## config.mk

```make
export PLATFORM = sky130hd
export DESIGN_NAME = frame_update_scheduler_flat
export DESIGN_NICKNAME = d
export VERILOG_FILES = /design/src/rtl/frame_update_scheduler_pkg.sv /design/src/rtl/frame_update_scheduler_if.sv /design/src/rtl/frame_update_scheduler_coord_clamp.sv /design/src/rtl/frame_update_scheduler.sv /design/src/flat_wrapper.sv
export SDC_FILE = /design/constraint.sdc
export NUM_CORES = 1
export LEC_CHECK = 0
export CELL_PAD_IN_SITES_DETAIL_PLACEMENT = 1
export CELL_PAD_IN_SITES_GLOBAL_PLACEMENT = 2
export CORE_MARGIN = 5
export CORE_UTILIZATION = 37
export DETAILED_ROUTE_END_ITERATION = 10
export GPL_TIMING_DRIVEN = 1
export PLACE_DENSITY = 0.87
export SKIP_CTS_REPAIR_TIMING = 1
export SLEW_MARGIN = 0
export SYNTH_ARGS = -nofsm -noshare
export SYNTH_HDL_FRONTEND = slang
export SYNTH_SLANG_ARGS = --single-unit
```

## constraint.sdc

```tcl
create_clock -name clk_25mHz -period 8.3 [get_ports clk_25mHz]
set_input_delay 2.075 -clock clk_25mHz [delete_from_list [all_inputs] [get_ports clk_25mHz]]
set_output_delay 2.075 -clock clk_25mHz [all_outputs]
set_load 0.05 [all_outputs]
```

## src/rtl/frame_update_scheduler_pkg.sv

```systemverilog
// Shared constants, FSM state type and clamp helper for the frame update scheduler.
// ACCEL_FILTER_EN (optional) enables accelerometer smoothing in frame_update_scheduler.
package frame_update_scheduler_pkg;

  localparam int H_RES       = 640;
  localparam int V_RES       = 480;
  localparam int PLAYER_HALF = 25;
  localparam int TARGET_HALF = 30;
  localparam int STEP        = 4;

  localparam int unsigned X_W     = 10;
  localparam int unsigned Y_W     = 9;
  localparam int unsigned SCORE_W = 8;

  localparam int X_LO     = PLAYER_HALF;
  localparam int X_HI     = H_RES - 1 - PLAYER_HALF;
  localparam int Y_LO     = PLAYER_HALF;
  localparam int Y_HI     = V_RES - 1 - PLAYER_HALF;
  localparam int HIT_DIST = PLAYER_HALF + TARGET_HALF;

  typedef enum logic [2:0] {
    StIdle,
    StSample,
    StMove,
    StClamp,
    StCollide,
    StCommit
  } fsm_state_t;

  function automatic logic signed [31:0] clamp_s32(input logic signed [31:0] v,
                                                   input logic signed [31:0] lo,
                                                   input logic signed [31:0] hi);
    if (v < lo) return lo;
    if (v > hi) return hi;
    return v;
  endfunction

endpackage

```

## src/rtl/frame_update_scheduler_if.sv

```systemverilog
// Game-side signal bundle of the frame update scheduler: inputs from the sources, outputs
// to the renderer. The slave modport is the scheduler's view.
interface frame_update_scheduler_if;

  logic                                         screen_end;
  logic                                         enable;
  logic                                         btn_u;
  logic                                         btn_l;
  logic                                         btn_r;
  logic                                         btn_d;
  logic [31:0]                                  accel_x;
  logic [31:0]                                  accel_y;
  logic [31:0]                                  target_x;
  logic [31:0]                                  target_y;
  logic [frame_update_scheduler_pkg::X_W-1:0]     player_x;
  logic [frame_update_scheduler_pkg::Y_W-1:0]     player_y;
  logic [frame_update_scheduler_pkg::X_W-1:0]     target_cx;
  logic [frame_update_scheduler_pkg::Y_W-1:0]     target_cy;
  logic                                         frame_valid;
  logic                                         hit;
  logic [frame_update_scheduler_pkg::SCORE_W-1:0] score;
  logic                                         busy;

  modport master (
    output screen_end, enable, btn_u, btn_l, btn_r, btn_d,
    output accel_x, accel_y, target_x, target_y,
    input  player_x, player_y, target_cx, target_cy, frame_valid, hit, score, busy
  );

  modport slave (
    input  screen_end, enable, btn_u, btn_l, btn_r, btn_d,
    input  accel_x, accel_y, target_x, target_y,
    output player_x, player_y, target_cx, target_cy, frame_valid, hit, score, busy
  );

endinterface

```

## src/rtl/frame_update_scheduler_coord_clamp.sv

```systemverilog
// Limits a signed 32-bit coordinate candidate to [Lo, Hi] and returns it as a W-bit value.
module coord_clamp
  import frame_update_scheduler_pkg::*;
#(
  parameter int          Lo = 0,
  parameter int          Hi = 0,
  parameter int unsigned W  = 10
) (
  input  logic signed [31:0] val_i,
  output logic [W-1:0]       val_o
);

  always_comb begin
    val_o = W'(clamp_s32(val_i, Lo, Hi));
  end

endmodule

```

## src/rtl/frame_update_scheduler.sv

```systemverilog
// Per-frame game sequencer: on each screen_end rise, moves/clamps the player, latches the
// target, scores overlaps. Optional macro ACCEL_FILTER_EN smooths accelerometer motion.
module frame_update_scheduler
  import frame_update_scheduler_pkg::*;
(
  input logic                      clk_25mHz,
  input logic                      reset_n,
  frame_update_scheduler_if.slave  bus
);

  fsm_state_t state_q, state_d;
  logic              se_q;
  logic [3:0]        btn_q;  // {d, r, l, u}
  logic signed [31:0] ax_q, ay_q;
  logic [X_W-1:0]    tx_q, cx_q, px_q, tcx_q, clamp_x;
  logic [Y_W-1:0]    ty_q, cy_q, py_q, tcy_q, clamp_y;
  logic signed [31:0] cand_x_q, cand_y_q, cand_x_d, cand_y_d;
  logic [SCORE_W-1:0] score_q;
  logic              prev_q, fv_q, hit_q;
  logic              start, overlap, new_hit;
  logic signed [11:0] bx, by;
  logic [X_W-1:0]    dx;
  logic [Y_W-1:0]    dy;
  logic              unused_tgt;

  assign unused_tgt = ^{bus.target_x[31:X_W], bus.target_y[31:Y_W]};
  assign start = bus.screen_end & ~se_q & bus.enable & (state_q == StIdle);

  always_comb begin
    state_d = state_q;
    unique case (state_q)
      StIdle:    if (start) state_d = StSample;
      StSample:  state_d = StMove;
      StMove:    state_d = StClamp;
      StClamp:   state_d = StCollide;
      StCollide: state_d = StCommit;
      StCommit:  state_d = StIdle;
      default:   state_d = StIdle;
    endcase
  end

  // 12-bit signed step so a move below zero stays negative and clamps to the lower bound.
  always_comb begin
    bx = signed'({2'b00, px_q});
    by = signed'({3'b000, py_q});
    if (btn_q[1] && !btn_q[2]) bx = bx - 12'(STEP);
    if (btn_q[2] && !btn_q[1]) bx = bx + 12'(STEP);
    if (btn_q[0] && !btn_q[3]) by = by - 12'(STEP);
    if (btn_q[3] && !btn_q[0]) by = by + 12'(STEP);
    if (|btn_q) begin
      cand_x_d = {{20{bx[11]}}, bx};
      cand_y_d = {{20{by[11]}}, by};
    end else begin
`ifdef ACCEL_FILTER_EN
      cand_x_d = (signed'({22'd0, px_q}) + clamp_s32(ax_q, X_LO, X_HI)) >>> 1;
      cand_y_d = (signed'({23'd0, py_q}) + clamp_s32(ay_q, Y_LO, Y_HI)) >>> 1;
`else
      cand_x_d = ax_q;
      cand_y_d = ay_q;
`endif
    end
  end

  coord_clamp #(.Lo(X_LO), .Hi(X_HI), .W(X_W)) u_clamp_x (.val_i(cand_x_q), .val_o(clamp_x));
  coord_clamp #(.Lo(Y_LO), .Hi(Y_HI), .W(Y_W)) u_clamp_y (.val_i(cand_y_q), .val_o(clamp_y));

  always_comb begin
    dx      = (cx_q >= tx_q) ? (cx_q - tx_q) : (tx_q - cx_q);
    dy      = (cy_q >= ty_q) ? (cy_q - ty_q) : (ty_q - cy_q);
    overlap = (dx < X_W'(HIT_DIST)) && (dy < Y_W'(HIT_DIST));
    new_hit = overlap & ~prev_q;
  end

  // Commit registers load on the COLLIDE->COMMIT edge so they are valid alongside frame_valid.
  always_ff @(posedge clk_25mHz or negedge reset_n) begin
    if (!reset_n) begin
      state_q  <= StIdle;
      se_q     <= 1'b0;
      btn_q    <= '0;
      ax_q     <= '0;
      ay_q     <= '0;
      tx_q     <= '0;
      ty_q     <= '0;
      cand_x_q <= '0;
      cand_y_q <= '0;
      cx_q     <= '0;
      cy_q     <= '0;
      px_q     <= X_W'(H_RES / 2);
      py_q     <= Y_W'(V_RES / 2);
      tcx_q    <= '0;
      tcy_q    <= '0;
      score_q  <= '0;
      prev_q   <= 1'b0;
      fv_q     <= 1'b0;
      hit_q    <= 1'b0;
    end else begin
      state_q <= state_d;
      se_q    <= bus.screen_end;
      fv_q    <= 1'b0;
      hit_q   <= 1'b0;
      if (state_q == StSample) begin
        btn_q <= {bus.btn_d, bus.btn_r, bus.btn_l, bus.btn_u};
        ax_q  <= bus.accel_x;
        ay_q  <= bus.accel_y;
        tx_q  <= bus.target_x[X_W-1:0];
        ty_q  <= bus.target_y[Y_W-1:0];
      end
      if (state_q == StMove) begin
        cand_x_q <= cand_x_d;
        cand_y_q <= cand_y_d;
      end
      if (state_q == StClamp) begin
        cx_q <= clamp_x;
        cy_q <= clamp_y;
      end
      if (state_q == StCollide) begin
        px_q   <= cx_q;
        py_q   <= cy_q;
        tcx_q  <= tx_q;
        tcy_q  <= ty_q;
        fv_q   <= 1'b1;
        hit_q  <= new_hit;
        prev_q <= overlap;
        if (new_hit && (score_q != '1)) score_q <= score_q + 1'b1;
      end
    end
  end

  assign bus.player_x    = px_q;
  assign bus.player_y    = py_q;
  assign bus.target_cx   = tcx_q;
  assign bus.target_cy   = tcy_q;
  assign bus.frame_valid = fv_q;
  assign bus.hit         = hit_q;
  assign bus.score       = score_q;
  assign bus.busy        = (state_q != StIdle);

endmodule

```

## src/flat_wrapper.sv

```systemverilog
// flat-port wrapper written by rule: the top's interface ports become plain ports
module frame_update_scheduler_flat import frame_update_scheduler_pkg::*;
  (clk_25mHz, reset_n, bus_screen_end, bus_enable, bus_btn_u, bus_btn_l, bus_btn_r, bus_btn_d, bus_accel_x, bus_accel_y, bus_target_x, bus_target_y, bus_player_x, bus_player_y, bus_target_cx, bus_target_cy, bus_frame_valid, bus_hit, bus_score, bus_busy);
  frame_update_scheduler_if bus_i ();
  input logic clk_25mHz;
  input logic reset_n;
  input wire logic [$bits(bus_i.screen_end)-1:0] bus_screen_end;
  input wire logic [$bits(bus_i.enable)-1:0] bus_enable;
  input wire logic [$bits(bus_i.btn_u)-1:0] bus_btn_u;
  input wire logic [$bits(bus_i.btn_l)-1:0] bus_btn_l;
  input wire logic [$bits(bus_i.btn_r)-1:0] bus_btn_r;
  input wire logic [$bits(bus_i.btn_d)-1:0] bus_btn_d;
  input wire logic [$bits(bus_i.accel_x)-1:0] bus_accel_x;
  input wire logic [$bits(bus_i.accel_y)-1:0] bus_accel_y;
  input wire logic [$bits(bus_i.target_x)-1:0] bus_target_x;
  input wire logic [$bits(bus_i.target_y)-1:0] bus_target_y;
  output wire logic [$bits(bus_i.player_x)-1:0] bus_player_x;
  output wire logic [$bits(bus_i.player_y)-1:0] bus_player_y;
  output wire logic [$bits(bus_i.target_cx)-1:0] bus_target_cx;
  output wire logic [$bits(bus_i.target_cy)-1:0] bus_target_cy;
  output wire logic [$bits(bus_i.frame_valid)-1:0] bus_frame_valid;
  output wire logic [$bits(bus_i.hit)-1:0] bus_hit;
  output wire logic [$bits(bus_i.score)-1:0] bus_score;
  output wire logic [$bits(bus_i.busy)-1:0] bus_busy;
  assign bus_i.screen_end = bus_screen_end;
  assign bus_i.enable = bus_enable;
  assign bus_i.btn_u = bus_btn_u;
  assign bus_i.btn_l = bus_btn_l;
  assign bus_i.btn_r = bus_btn_r;
  assign bus_i.btn_d = bus_btn_d;
  assign bus_i.accel_x = bus_accel_x;
  assign bus_i.accel_y = bus_accel_y;
  assign bus_i.target_x = bus_target_x;
  assign bus_i.target_y = bus_target_y;
  assign bus_player_x = bus_i.player_x;
  assign bus_player_y = bus_i.player_y;
  assign bus_target_cx = bus_i.target_cx;
  assign bus_target_cy = bus_i.target_cy;
  assign bus_frame_valid = bus_i.frame_valid;
  assign bus_hit = bus_i.hit;
  assign bus_score = bus_i.score;
  assign bus_busy = bus_i.busy;
  frame_update_scheduler u_core (.clk_25mHz(clk_25mHz), .reset_n(reset_n), .bus(bus_i));
endmodule
```

=== Word level (Yosys, flattened, before mapping) ===
Index checks and enable logic that the tools add are counted.

* Register bits: 223
* Bits in latches: 0
* RAM bits: 0
* Bits in read-only memories: 0
* Output and inout port bits: 49
* Memories kept: 0

* $add $sub $neg: 9
* Multiply operators: 0
* Divide/modulo/power cells: 0
* Order comparisons: 8
* Eq/ne operators: 6
* Shifts and indexed selects: 0
* Multiplexer cells: 26
* Bitwise gates (word level): 6
* Reductions and logical operators: 14

{| class="wikitable"
|+ Operator list
! cell !! number
|-
| < comparator 32 x 6 -> 1 bit, second input constant || 2
|-
| 2-to-1 mux 32 bit || 2
|-
| 2-to-1 mux 10 bit || 5
|-
| 2-to-1 mux 12 bit || 4
|-
| 2-to-1 mux 9 bit || 5
|-
| > comparator 32 x 10 -> 1 bit, second input constant || 1
|-
| > comparator 32 x 11 -> 1 bit, second input constant || 1
|-
| adder 12 x 4 -> 12 bit, second input constant || 2
|-
| subtractor 10 bit || 2
|-
| subtractor 9 bit || 2
|-
| one-hot mux 3 bit (5 select lines) || 1
|-
| subtractor 10 x 3 -> 11 bit, second input constant || 1
|-
| >= comparator 10 bit || 1
|-
| < comparator 10 x 6 -> 1 bit, second input constant || 1
|-
| subtractor 9 x 3 -> 10 bit, second input constant || 1
|-
| >= comparator 9 bit || 1
|-
| < comparator 9 x 6 -> 1 bit, second input constant || 1
|-
| adder 8 x 1 -> 8 bit, second input constant || 1
|-
| 2-to-1 mux 1 bit || 8
|-
| inequality test 8 bit, second input constant || 1
|-
| equality test 3 x 2 -> 1 bit, second input constant || 2
|-
| logical AND 1 bit || 6
|-
| bitwise AND 1 bit || 4
|-
| zero test 1 bit || 4
|-
| other kinds (9) || 10
|}

=== Longest topological paths before layout ===
* Word-level depth: 7
* Mapped depth: 13
* Depth with buffers taken out: 13

=== Cells and area by module ===
From an unflattened synthesis, not the netlist that was laid out.

* Cell total of the unflattened synthesis: 1165
* Area total of the unflattened synthesis: 11474.8 um^2

{| class="wikitable"
|+ By module, submodules not included
! module !! times used !! cells an instance !! area an instance (um^2) !! sequential area each (um^2)
|-
| frame_update_scheduler || 1 || 1086 || 10981.8 || 5587.9
|-
| coord_clamp at u_core.u_clamp_x || 1 || 41 || 251.5 || 0.0
|-
| coord_clamp at u_core.u_clamp_y || 1 || 38 || 241.5 || 0.0
|}

=== Worst setup path after synthesis ===
No wires, ideal clock.

* Kind: flip-flop to flip-flop
* From: register u_core.cx_q[0]
* To: register u_core.score_q[1] (netlist: u_core.bus.score[1])
* Setup time: 125 ps
* Arrival: 3228 ps
* Required time: 8175 ps
* Path slack: 4947 ps
* Cell stages (with the launch flop): 14
* Buffers on the path: 0
* Cell sequence: dfrtp_1 inv_1 ha_1 inv_1 fa_1 a21o_1 a221oi_1 nor3_1 a21oi_1 nor4b_1 o21ai_0 a2111oi_4 nand3_4 mux2_4

* Longest elaborated chain between the ends: 7

{| class="wikitable"
|+ RTL lines
! what !! RTL line !! source
|-
| start, declared || frame_update_scheduler.sv:15 || <nowiki>logic [X_W-1:0] tx_q, cx_q, px_q, tcx_q, clamp_x;</nowiki>
|-
| start signal, assigned || frame_update_scheduler.sv:113 || <nowiki>cx_q <= clamp_x;</nowiki>
|-
| subtractor 10 bit / >= comparator 10 bit (equally long branches) || frame_update_scheduler.sv:68 || <nowiki>dx = (cx_q >= tx_q) ? (cx_q - tx_q) : (tx_q - cx_q);</nowiki>
|-
| 2-to-1 mux 10 bit (*) || frame_update_scheduler.sv:68 ||
|-
| < comparator 10 x 6 -> 1 bit (*) || frame_update_scheduler.sv:70 || <nowiki>overlap = (dx < X_W'(HIT_DIST)) && (dy < Y_W'(HIT_DIST));</nowiki>
|-
| logical AND 1 bit (*) || frame_update_scheduler.sv:70 ||
|-
| bitwise AND 1 bit (*) || frame_update_scheduler.sv:71 || <nowiki>new_hit = overlap & ~prev_q;</nowiki>
|-
| logical AND 1 bit (*) || frame_update_scheduler.sv:124 || <nowiki>if (new_hit && (score_q != '1)) score_q <= score_q + 1'b1;</nowiki>
|-
| AND reduction 2 bit (no line) (*) || -- ||
|-
| end signal, assigned || frame_update_scheduler.sv:124 ||
|-
| end, declared || frame_update_scheduler.sv:18 || <nowiki>logic [SCORE_W-1:0] score_q;</nowiki>
|}

Mark *: on every way between the ends. The rest lies on a longest branch, timed or not.
A chain may end at the register's enable or synchronous reset.

=== Final worst setup path ===
* From: register u_core.state_q[2]
* To: output bus_busy

* Longest elaborated chain between the ends: 1

{| class="wikitable"
|+ RTL lines
! what !! RTL line !! source
|-
| start, declared || frame_update_scheduler.sv:11 || <nowiki>fsm_state_t state_q, state_d;</nowiki>
|-
| start signal, assigned || frame_update_scheduler.sv:77 || <nowiki>state_q <= StIdle;</nowiki>
|-
| start signal, assigned || frame_update_scheduler.sv:97 || <nowiki>state_q <= state_d;</nowiki>
|-
| nonzero test 3 bit || frame_update_scheduler.sv:136 || <nowiki>assign bus.busy = (state_q != StIdle);</nowiki>
|-
| end, declared || flat_wrapper.sv:24 || <nowiki>output wire logic [$bits(bus_i.busy)-1:0] bus_busy;</nowiki>
|}

Every way passes these cells.

==> impl_metrics.env <==
export IMPL_status="finished clean"
export IMPL_cts_clk_slew_worst_paths_ns=0.06
export IMPL_drc=0
export IMPL_firstDrtPassIters=5
export IMPL_place_gp_congestion=0.8331
export IMPL_worstHoldPathType="flip-flop to flip-flop"
export IMPL_dieArea_sq_um=34440
export IMPL_finClkSkew_ns=0.01971
export IMPL_fp_coreArea_sq_um=30510
export IMPL_reg2reg_to="u_core.bus.score[1]"
export IMPL_required_ns=6.23
export IMPL_max_vdd_ir_drop_uv=158.4
export IMPL_n_antenna_cell=0
export IMPL_synth_edf_count=0
export IMPL_finalWorstSetupSlack_ns=4.078
export IMPL_yosysMostFrequentCell="dfrtp_1"
export IMPL_grt_max_degree=94
export IMPL_final_nets=1424
export IMPL_synth_top_area_share_pct=47.60
export IMPL_p_leak_nw=5.829
export IMPL_die_w_um=185.6
export IMPL_via_per_inst=5.288
export IMPL_drive_gt1_share_pct=14.66
export IMPL_rows=64
export IMPL_slew_headroom_pct=22.05
export IMPL_netlist_cell_type_count=70
export IMPL_drv_slew=0
export IMPL_ys_ff_latch=223
export IMPL_syn_cell_area_sq_um=11410
export IMPL_insertion_delay_ns=0.54
export IMPL_tightest_slew_ns=1.162
export IMPL_postSynth_asyncResetShare_pct=100.0
export IMPL_hp_start="u_core.cand_x_q[23]"
export IMPL_cts_tree="built"
export IMPL_arrival_ns=2.15
export IMPL_rsz0062_at_grt="no"
export IMPL_clock_path_buffers=3
export IMPL_min_period_over_period_pct=50.87
export IMPL_setup_viol=0
export IMPL_crit_fanout=9
export IMPL_finish_instance_area_sq_um=14030
export IMPL_start_util_pct=37.39
export IMPL_clock_tree_root_cell="clkbuf_16"
export IMPL_r2r_start="u_core.cx_q[0]"
export IMPL_slowest_stage="clkdlybuf4s50_1"
export IMPL_start_kind="flip-flop"
export IMPL_htreeDepth=1
export IMPL_io_buffers=139
export IMPL_synth_area_per_cell_sq_um=10.13
export IMPL_tns_ns=0
export IMPL_netlist_top_cells_area="dfrtp_1, mux2_2, o21ai_0, ha_1, nand2_1"
export IMPL_clock_sinks=223
export IMPL_holdPathEnd="u_core.cand_x_q[23]"
export IMPL_drtIter0Drc=299
export IMPL_grt_pass1_wl_mm=50.01
export IMPL_cap_violations=0
export IMPL_place_hpwl_mm=21.63
export IMPL_wl_mm=30.09
export IMPL_hold_violations=0
export IMPL_synth_top_cell_by_area="dfrtp_1"
export IMPL_p_per_area_nw_per_um2=467.3
export IMPL_ys_flop_type="dfrtp_1"
export IMPL_cpPeakStageDelay_ns=0.75
export IMPL_area_delta_synth_final_pct=22.98
export IMPL_seq_area_frac_synth_pct=48.99
export IMPL_syn_nets=1307
export IMPL_synth_warnings=0
export IMPL_dp_slack_ns=4.378
export IMPL_grt_pass1_vias=9410
export IMPL_drt_antenna_violating_nets=0
export IMPL_cts_made_buffers=27
export IMPL_grt_overflow=0
export IMPL_dr_total_vias=8768
export IMPL_crit_chain="or3_1 > clkdlybuf4s50_1"
export IMPL_wl_per_cell_um=18.15
export IMPL_antenna_found_initial=3
export IMPL_dp_cells=1610
export IMPL_syn_instance_count=1126
export IMPL_worst_setup_path_type="flip-flop to output pin"
export IMPL_end_kind="output pin"
export IMPL_fin_cells=1658
export IMPL_holdPathStages=2
export IMPL_synth_top_cells_by_count="dfrtp_1, nand2_1, o21ai_0"
export IMPL_fin_crit_ns=4.222
export IMPL_cp_top_family="buffers and inverters"
export IMPL_fmax_mhz=236.9
export IMPL_io_pins=185
export IMPL_placed_cell_area_sq_um=13140
export IMPL_r2r_cells=13
export IMPL_ff2ff_setup_slack_ns=4.37
export IMPL_grt_total_usage_pct=17.69
export IMPL_die_h_um=185.6
export IMPL_path_buf_inv=1
per-stage QoR:
stage | hold slack, ns | utilization [%] | power [W]
after global routing | 0.5084 | 45.98 | 0.007092
after detailed placement | 0.4707 | 43.07 | 0.005420
after global placement | 0.4589 | 43.07 | 0.005291
final | 0.4788 | 45.98 | 0.006555
after floorplan | 0.4414 | - | 0.004460
after CTS | 0.4846 | 45.98 | 0.006640
worst max-delay path by stage:
stage / from / endpoint / depth (start not counted)
3_3_place_gp: u_core.cx_q[0] / u_core.bus.score[1] / 13
2_1_floorplan: u_core.cx_q[0] / u_core.bus.score[1] / 13
3_5_place_dp: u_core.cx_q[0] / u_core.bus.score[1] / 13
6_report: u_core.state_q[2] / bus_busy / 2
4_1_cts: u_core.state_q[2] / bus_busy / 2
5_1_grt: u_core.cx_q[0] / u_core.bus.score[1] / 13
cell usage in the layout (no fill, tap or decap), types with 9 or more instances in the layout:
master / netlist / final
dfrtp_1: 217 / 217
clkdlybuf4s50_1: 0 / 138
nand2_1: 128 / 128
o21ai_0: 112 / 112
mux2_2: 103 / 103
nor2_1: 69 / 69
a21oi_1: 61 / 60
inv_1: 54 / 54
ha_1: 41 / 41
clkbuf_16: 0 / 27
nand3_1: 26 / 26
xnor2_1: 23 / 23
nor3_1: 19 / 19
xor2_1: 18 / 18
nand4_1: 16 / 16
nor4_1: 17 / 16
nor2b_1: 10 / 10
nand2b_1: 10 / 10
a31oi_1: 10 / 10
a21o_1: 9 / 9
a211oi_1: 9 / 9
buf_4: 0 / 9
flip-flops by register name, indices dropped and copies added, names as in the netlist:
signal,flops
u_core.tx_q,10
u_core.cand_y_q,32
u_core.ay_q,32
u_core.bus.target_cx,10
u_core.bus.player_x,10
u_core.prev_q,1
u_core.bus.hit,1
u_core.ax_q,32
u_core.bus.frame_valid,1
u_core.btn_q,4
u_core.cy_q,9
u_core.cx_q,10
u_core.bus.target_cy,9
u_core.bus.score,8
u_core.cand_x_q,32
u_core.ty_q,9
u_core.bus.player_y,9
u_core.state_q,3
u_core.se_q,1
kinds of logic after synthesis:
kind of cell             Yosys count  share of synthesized area, %
adder cells (fa/ha/maj)           45                         5.199
multiplexers                     107                         10.56
XOR/XNOR                          41                         3.148
AO/OA/AOI/OAI                    257                         13.77
flip-flops                       223                         48.99
buffers and inverters            114                         4.014
AND/OR/NAND/NOR                  339                         14.32
tightest hold or removal path, delay by kind of cell, from the launching register on:
kind / cells / cell delay [ns]
flops: 1 / 0.34
compound gates: 1 / 0.06
simple gates: 1 / 0.05
power by group:
part	switching (W)	leakage [nW]	internal, W	total [W]
Clock	0.000462	0.437	0.000710	0.00117
Sequential	0.000425	2.74	0.00161	0.00204
Combinational	0.00197	2.65	0.00137	0.00335
Total	0.00286	5.83	0.00369	0.00656
area by class of cell:
class	count	area, sq um
Tap cell	396	495.5
Inverter	54	202.7
Clock buffer	37	773.2
Multi-Input combinational cell	789	5391
Clock inverter	11	113.9
Timing Repair Buffer	148	1464
Sequential cell	223	5588
Fill cell	3357	16480
metal layers:
metal / vias up / part of all wire, % / global-route usage, %
li1: 4194 / - / -
met1: 4376 / 45 / 23.74
met2: 137 / 48 / 30.13
met3: 55 / 4.5 / 3.127
met4: 6 / 1.9 / 3.964
met5: - / 0.14 / 0
Note: power is estimated with default switching activity, not from simulation.
